## src/rtl/regfile_scoreboard.sv

```systemverilog
// 32x32 register file (r0 = 0) with two combinational read ports and per-register in-flight write counters for RAW stalls.
// Reads are zero latency; issue stalls via issue_ready when a counter saturates. `REGFILE_WB_BYPASS_EN` forwards same-cycle writeback.
module regfile_scoreboard #(
  parameter int NREG  = 32,
  parameter int CNT_W = 2,
  localparam int IW   = $clog2(NREG)
) (
  input  logic          clk,
  input  logic          rst_n,
  input  logic [IW-1:0] reg_idx,
  input  logic          reg_we,
  input  logic [31:0]   reg_data,
  input  logic [IW-1:0] rj_idx,
  input  logic [IW-1:0] rk_idx,
  output logic [31:0]   rj_data,
  output logic [31:0]   rk_data,
  output logic          rj_busy,
  output logic          rk_busy,
  input  logic          issue_valid,
  input  logic          issue_wr,
  input  logic [IW-1:0] issue_rd,
  output logic          issue_ready,
  input  logic          flush_i
);

  localparam logic [CNT_W-1:0] CNT_ONE = CNT_W'(1);
  localparam logic [CNT_W-1:0] CNT_MAX = '1;

  logic [31:0]      regs [NREG];
  logic [CNT_W-1:0] cnt  [NREG];
  logic [NREG-1:0]  inc_v;
  logic [NREG-1:0]  dec_v;
  logic [31:0]      rj_reg;
  logic [31:0]      rk_reg;
  logic             rj_cnt_nz;
  logic             rk_cnt_nz;

  // Ready looks only at the registered count; a same-cycle writeback is not credited.
  assign issue_ready = (cnt[issue_rd] != CNT_MAX) | ~issue_wr | (issue_rd == '0);

  always_comb begin
    inc_v = '0;
    dec_v = '0;
    for (int i = 1; i < NREG; i++) begin
      inc_v[i] = issue_valid & issue_wr & issue_ready & (issue_rd == IW'(i));
      dec_v[i] = reg_we & (reg_idx == IW'(i));
    end
  end

  always_ff @(posedge clk or negedge rst_n) begin
    if (!rst_n) begin
      for (int i = 0; i < NREG; i++) begin
        regs[i] <= '0;
        cnt[i]  <= '0;
      end
    end else begin
      if (reg_we && reg_idx != '0)
        regs[reg_idx] <= reg_data;
      for (int i = 0; i < NREG; i++) begin
        // Flush empties the pipe, so no writebacks remain outstanding; a later stray one saturates at 0.
        if (flush_i)
          cnt[i] <= '0;
        else if (inc_v[i] && !dec_v[i])
          cnt[i] <= cnt[i] + CNT_ONE;
        else if (dec_v[i] && !inc_v[i] && cnt[i] != '0)
          cnt[i] <= cnt[i] - CNT_ONE;
      end
    end
  end

  assign rj_reg    = (rj_idx == '0) ? 32'd0 : regs[rj_idx];
  assign rk_reg    = (rk_idx == '0) ? 32'd0 : regs[rk_idx];
  assign rj_cnt_nz = (rj_idx != '0) && (cnt[rj_idx] != '0);
  assign rk_cnt_nz = (rk_idx != '0) && (cnt[rk_idx] != '0);

`ifdef REGFILE_WB_BYPASS_EN
  logic rj_fwd;
  logic rk_fwd;

  assign rj_fwd  = reg_we && (reg_idx == rj_idx) && (rj_idx != '0);
  assign rk_fwd  = reg_we && (reg_idx == rk_idx) && (rk_idx != '0);
  assign rj_data = rj_fwd ? reg_data : rj_reg;
  assign rk_data = rk_fwd ? reg_data : rk_reg;
  assign rj_busy = rj_fwd ? (cnt[rj_idx] > CNT_ONE) : rj_cnt_nz;
  assign rk_busy = rk_fwd ? (cnt[rk_idx] > CNT_ONE) : rk_cnt_nz;
`else
  assign rj_data = rj_reg;
  assign rk_data = rk_reg;
  assign rj_busy = rj_cnt_nz;
  assign rk_busy = rk_cnt_nz;
`endif

endmodule
```

## config.mk

```make
export PLATFORM = sky130hd
export DESIGN_NAME = regfile_scoreboard
export DESIGN_NICKNAME = d
export VERILOG_FILES = /design/src/rtl/regfile_scoreboard.sv
export SDC_FILE = /design/constraint.sdc
export NUM_CORES = 2
export LEC_CHECK = 0
export ABC_AREA = 1
export BUFFER_PORTS_ARGS = -buffer_cell sky130_fd_sc_hd__buf_4
export CAP_MARGIN = 10
export CORE_MARGIN = 2
export CORE_UTILIZATION = 42
export CTS_CLUSTER_SIZE = 12
export DETAILED_ROUTE_END_ITERATION = 16
export PLACE_DENSITY = 0.55
export SLEW_MARGIN = 15
export SYNTH_ARGS = -nofsm -noshare
export SYNTH_HDL_FRONTEND = slang
export SYNTH_SLANG_ARGS = --single-unit
```

## constraint.sdc

```tcl
create_clock -name clk -period 4.4 [get_ports clk]
set_input_delay 1.32 -clock clk [delete_from_list [all_inputs] [get_ports clk]]
set_output_delay 1.32 -clock clk [all_outputs]
set_load 0.01 [all_outputs]
```

* After elaboration in Yosys (flattened, before gate mapping)
Index checks and enable logic that the tools add are counted.
** Storage, ports and cells
- Register bits :: 1086
- Input port bits :: 58
- Logic and storage cells :: 606
** Cells by class
- Add/subtract/negate cells :: 62
- Order comparisons :: 5
- Equality and inequality tests :: 63
- Muxes and demuxes :: 113
- Bitwise logic cells :: 71
- Reduce and logical (&&, ||, !) cells :: 229
** Operators by type and width (number)
- bitwise mux 1024 bit :: 1
- binary-select mux 32 bit (select 5 bit) :: 2
- two-way mux 32 bit :: 7
- two-way mux 2 bit :: 99
- demux 32 bit (select 5 bit) :: 1
- == test 5 bit (second input constant) :: 32
- logical AND 1 bit :: 97
- nonzero test 3 bit :: 31
- == test 5 x 4 -> 1 bit (second input constant) :: 16
- nonzero test 2 bit :: 33
- AND 1 bit :: 64
- adder 2 x 1 -> 2 bit (second input constant) :: 31
- zero test 1 bit :: 62
- subtractor 2 x 1 -> 2 bit (second input constant) :: 31
- == test 5 x 3 -> 1 bit (second input constant) :: 8
- binary-select mux 2 bit (select 5 bit) :: 3
- greater-or-equal comparator 6 bit (second input constant) :: 4
- inverter 5 -> 6 bit :: 4
- == test 5 x 2 -> 1 bit (second input constant) :: 4
- zero test 5 bit :: 3
- nonzero test 5 bit :: 3
- == test 5 x 1 -> 1 bit (second input constant) :: 2
- less-than comparator 6 x 1 -> 1 bit (second input constant) :: 1
- inequality test 2 bit (second input constant) :: 1
- 2 further kinds :: 3

* Depth between registers and ports, before layout
- Word-level depth :: 15
- Depth in mapped cells :: 20
- Depth with buffers taken out :: 17

* Worst setup path after synthesis
OpenSTA, ideal clock, no wires.
- Path kind :: in2out
- From :: input port rk_idx[1]
- To :: output port rk_data[28]
- Arrival time :: 2.790 ns
- Data required time :: 3.080 ns
- Setup slack :: 0.290 ns
- Stages :: 10
- Path through :: buf_2 -> clkinv_1 -> buf_2 -> clkbuf_1 -> o21ai_0 -> o211ai_1 -> o21ai_0 -> o22ai_1 -> o21ai_0 -> a31oi_1
** On the way
- Word-level cells in the longest chain between the ends :: 5
** RTL lines
- start: declaration :: RTL line 14 : input logic [IW-1:0] rk_idx,
- inverter 5 -> 6 bit (implied by the code) :: RTL line 72 : assign rk_reg = (rk_idx == '0) ? 32'd0 : regs[rk_idx];
- binary-select mux 32 bit (select 5 bit) :: RTL line 72
- two-way mux 32 bit (implied by the code) (2 in a row) :: RTL line 72
- two-way mux 32 bit (*) :: RTL line 72
- end: declaration :: RTL line 16 : output logic [31:0] rk_data,
Mark *: on every way between the ends. The rest lies on a longest branch, timed or not. The select of a mux whose other input is x is not followed.

* Final worst setup path
- From :: input port rj_idx[0]
- To :: output port rj_data[13]
** On the way
- Word-level cells in the longest chain between the ends :: 5
** RTL lines
- start: declaration :: RTL line 13 : input logic [IW-1:0] rj_idx,
- inverter 5 -> 6 bit (implied by the code) :: RTL line 71 : assign rj_reg = (rj_idx == '0) ? 32'd0 : regs[rj_idx];
- binary-select mux 32 bit (select 5 bit) :: RTL line 71
- two-way mux 32 bit (implied by the code) (2 in a row) :: RTL line 71
- two-way mux 32 bit (*) :: RTL line 71
- end: declaration :: RTL line 15 : output logic [31:0] rj_data,
Marks and branches as above.

==> impl_metrics.yaml <==
status:
  status: "finished with violations"
  violations: "setup timing"
timing:
  post-route-min-period_ns: 4.647
  worst_pin_slew_ns: 1.153
  setup_viol: 58
  maxSlewViolCount: 0
  hold_ws_ns: 0.3765
  hold_violations: 0
  max_freq_mhz: 215.2
  finalCritPeriodShare_pct: 105.6
  setup_ws_ns: -0.2468
  maxSlewHeadroom_pct: 23.17
  rsz0062_at_grt: "true"
  clock_skew_ns: 0.02109
synth:
  synth_xor_area_share_pct: 0
  async_flop_share_pct: 100.0
  synth_top_area_share_pct: 46.97
  ys_ff_latch: 1086
  synth_edf_count: 0
  synth_compound_area_share_pct: 26.90
  yosys.area_share.simple_pct: 19.03
  yosysWarnings: 0
  netlist_area_sq_um: 57850
  syn_nets: 7706
  synth-main-ff-cell: "dfrtp_1"
  yosys.area.top_type: "dfrtp_1"
  syn_avg_cell_area_sq_um: 7.564
  ys_types: 39
  synth_top_family_by_area: "compound AO/OA/AOI/OAI gates"
  synth_adder_area_share_pct: 0
  ys_top_cells_by_area: "dfrtp_1 47%, o21ai_0 15%, nand2_1 10%"
  syn-instance-count: 7648
  synth_most_common_cell: "o21ai_0"
  synth_common_cells: "1745 x o21ai_0, 1562 x nand2_1, 1086 x dfrtp_1"
  synth.area.mux_share_pct: 0
  synth-seq-area-share_pct: 46.97
placed_design:
  gp_congestion: 0.9442
  io_buffers: 124
  postPlaceCellArea_sq_um: 64580
  dpl.hpwl_mm: 166.2
  pre_cts_ws_ns: -0.8639
floorplanning:
  chipHeight_um: 375.1
  initial_core_util_pct: 42.18
  core_area_sq_um: 137200
  die-area_sq_um: 140700
  rows: 136
  die_w_um: 375.1
  ios: 125
worst_setup_path:
  critical_path.max_fanout: 8
  critPathLaunchType: "primary input"
  critPathCaptureType: "output port"
  cp.arrival_ns: 3.33
  cp_data_required_time_ns: 3.08
  critical_path_class: "in -> out"
clock_tree:
  cts_tree: "yes"
  numCtsBuffers: 130
  clk_pin_slew_ns: 0.06
  clockRootBuffer: "clkbuf_16"
  postCtsHoldBufs: 0
  clockBufferDepth: 3
  cts_sinks: 1086
  htreeDepth: 4
  clock_latency_ns: 0.78
global_route:
  gr-usage-all-layers_pct: 39.01
  grt_pass1_wl_mm: 406.3
  antenna_found_initial: 17
  grt_max_degree: 93
  grt_pass1_vias: 57985
  gr-total-overflow: 0
power_and_ir_drop:
  p_sw_w: 0.01018
  p_leak_nw: 33.25
  switching_share_pct: 32.62
  internal_power_w: 0.02104
  pwr_density_cell_nw_per_um2: 415.9
  p_comb_share_pct: 22.2
  ir_worst_vdd_mv: 0.3117
  clkPwrFrac_pct: 34.9
  seq_power_share_pct: 42.9
  p_total_w: 0.03122
detailed_routing:
  drt_wl_total_mm: 285.7
  drtPass1Iterations: 9
  viasPerCell: 6.456
  wl_per_cell_um: 29.03
  drc: 0
  drt_iter0_drc: 10265
  via_count: 63530
  postRouteAntennaNets: 0
final_layout:
  synthToLayoutAreaGrowth_pct: 29.77
  nets: 8006
  final_core_util_pct: 54.74
  drive_gt1_share_pct: 18.98
  postLayoutCellArea_sq_um: 75080
hold_path:
  hp-class: "reg -> reg"
run:
  cap_violations: 0
[sequential cells by signal, summed over array words and instances (netlist names)]
name,flops
regs,1024
cnt,62
[worst paths after layout]
kind	startpoint	end	slack (ns)	depth (start not counted)
setup / recovery	rj_idx[0]	rj_data[13]	-0.25	15
hold / removal	regs[1018]	regs[1018]	0.38	0
setup reg to reg	cnt[48]	cnt[7]	2.00	13
hold reg to reg	regs[1018]	regs[1018]	0.38	0
max in group asynchronous	rst_n	regs[51]	2.75	2
min in group asynchronous	rst_n	regs[104]	0.61	1
[power groups by stage]
stage | Sequential (W) | Combinational [W] | Clock (W)
2_1_floorplan | 0.0129 | 0.00356 | 0
3_3_place_gp | 0.0134 | 0.00570 | 0
3_5_place_dp | 0.0133 | 0.00583 | 0
4_1_cts | 0.0132 | 0.00636 | 0.0110
5_1_grt | 0.0136 | 0.00757 | 0.0114
6_report | 0.0134 | 0.00693 | 0.0109
[metal layers]
| metal | share of wire (%) | up-vias | routed length, um | track usage (%) |
|---|---|---|---|---|
| met1 | 39 | 30740 | 112000 | 53.15 |
| met2 | 42 | 4650 | 120600 | 57.47 |
| met4 | 6.4 | 0 | 18230 | 21.57 |
| met5 | 0 | - | 0 | 0 |
| met3 | 12 | 1018 | 34900 | 8.727 |
| li1 | - | 27122 | - | - |
[critical path, stage by stage]
cell and delay, ns:
buf_12 0.12, clkinv_8 0.05, nor2_4 0.05, inv_8 0.14, buf_12 0.15, buf_8 0.12, o22ai_4 0.06, o32ai_2 0.29
buf_4 0.16, nand2_2 0.04, nand3_2 0.09, nand2_2 0.06, a31oi_4 0.39, buf_6 0.16, buf_6 0.09
[kinds of logic (layout without fill, tap and decap cells)]
family | Yosys count | in the layout
other cells | 0 | 11
compound gates | 2763 | 2763
flops | 1086 | 1086
simple gates | 2747 | 2747
buf+inv | 1052 | 1440
[cell type report]
cell class / instances / area, sq um
fillers: 12772 / 62080
multi-input cells: 5510 / 28860
flip-flops and latches: 1086 / 27180
repair buffers: 896 / 11190
clock buffers: 187 / 3834
well taps: 1794 / 2245
inverters: 322 / 1355
clock inverters: 33 / 347.8
repair inverters: 2 / 46.29
diodes: 11 / 27.53
[what timing repair did]
item / 4_1_cts / 5_1_grt
buffers inserted: 71 / 109
setup endpoints to repair: 66 / 66
endpoints found under the hold margin: 0 / 0
pin swaps: 106 / 243
gates resized for setup: 456 / 567
cloned: 40 / 26
[cell usage in the layout, fill, tap and decap left out, types with 14 or more instances in the layout]
cell	n
nand3_1	214
o22ai_1	293
clkbuf_8	26
nor2_2	27
nand3_2	18
a31oi_1	29
o211ai_1	112
nor3_1	86
inv_1	275
buf_16	44
buf_8	32
o221ai_2	14
buf_12	178
nor2_4	25
clkinv_2	36
o21ai_2	41
o221ai_1	58
nor2_1	706
o32ai_2	16
a31oi_4	20
o21ai_0	1528
o21ai_1	201
o22ai_2	56
a21oi_1	151
nand2_1	1532
buf_4	471
o32ai_1	35
inv_2	14
nand2_2	28
a21oi_2	34
buf_6	140
o41ai_2	18
clkbuf_1	26
nand4_1	83
clkbuf_16	160
o31ai_1	47
dfrtp_1	1086
[stage by stage]
stage / cells / TNS (ns)
floorplan: 7648 / 0
global placement: 9412 / -13.56
detailed placement: 9412 / -13.50
CTS: 9730 / -3.950
global route: 9837 / -8.833
finish: 9841 / -5.599
(Power assumes the default switching activity.)
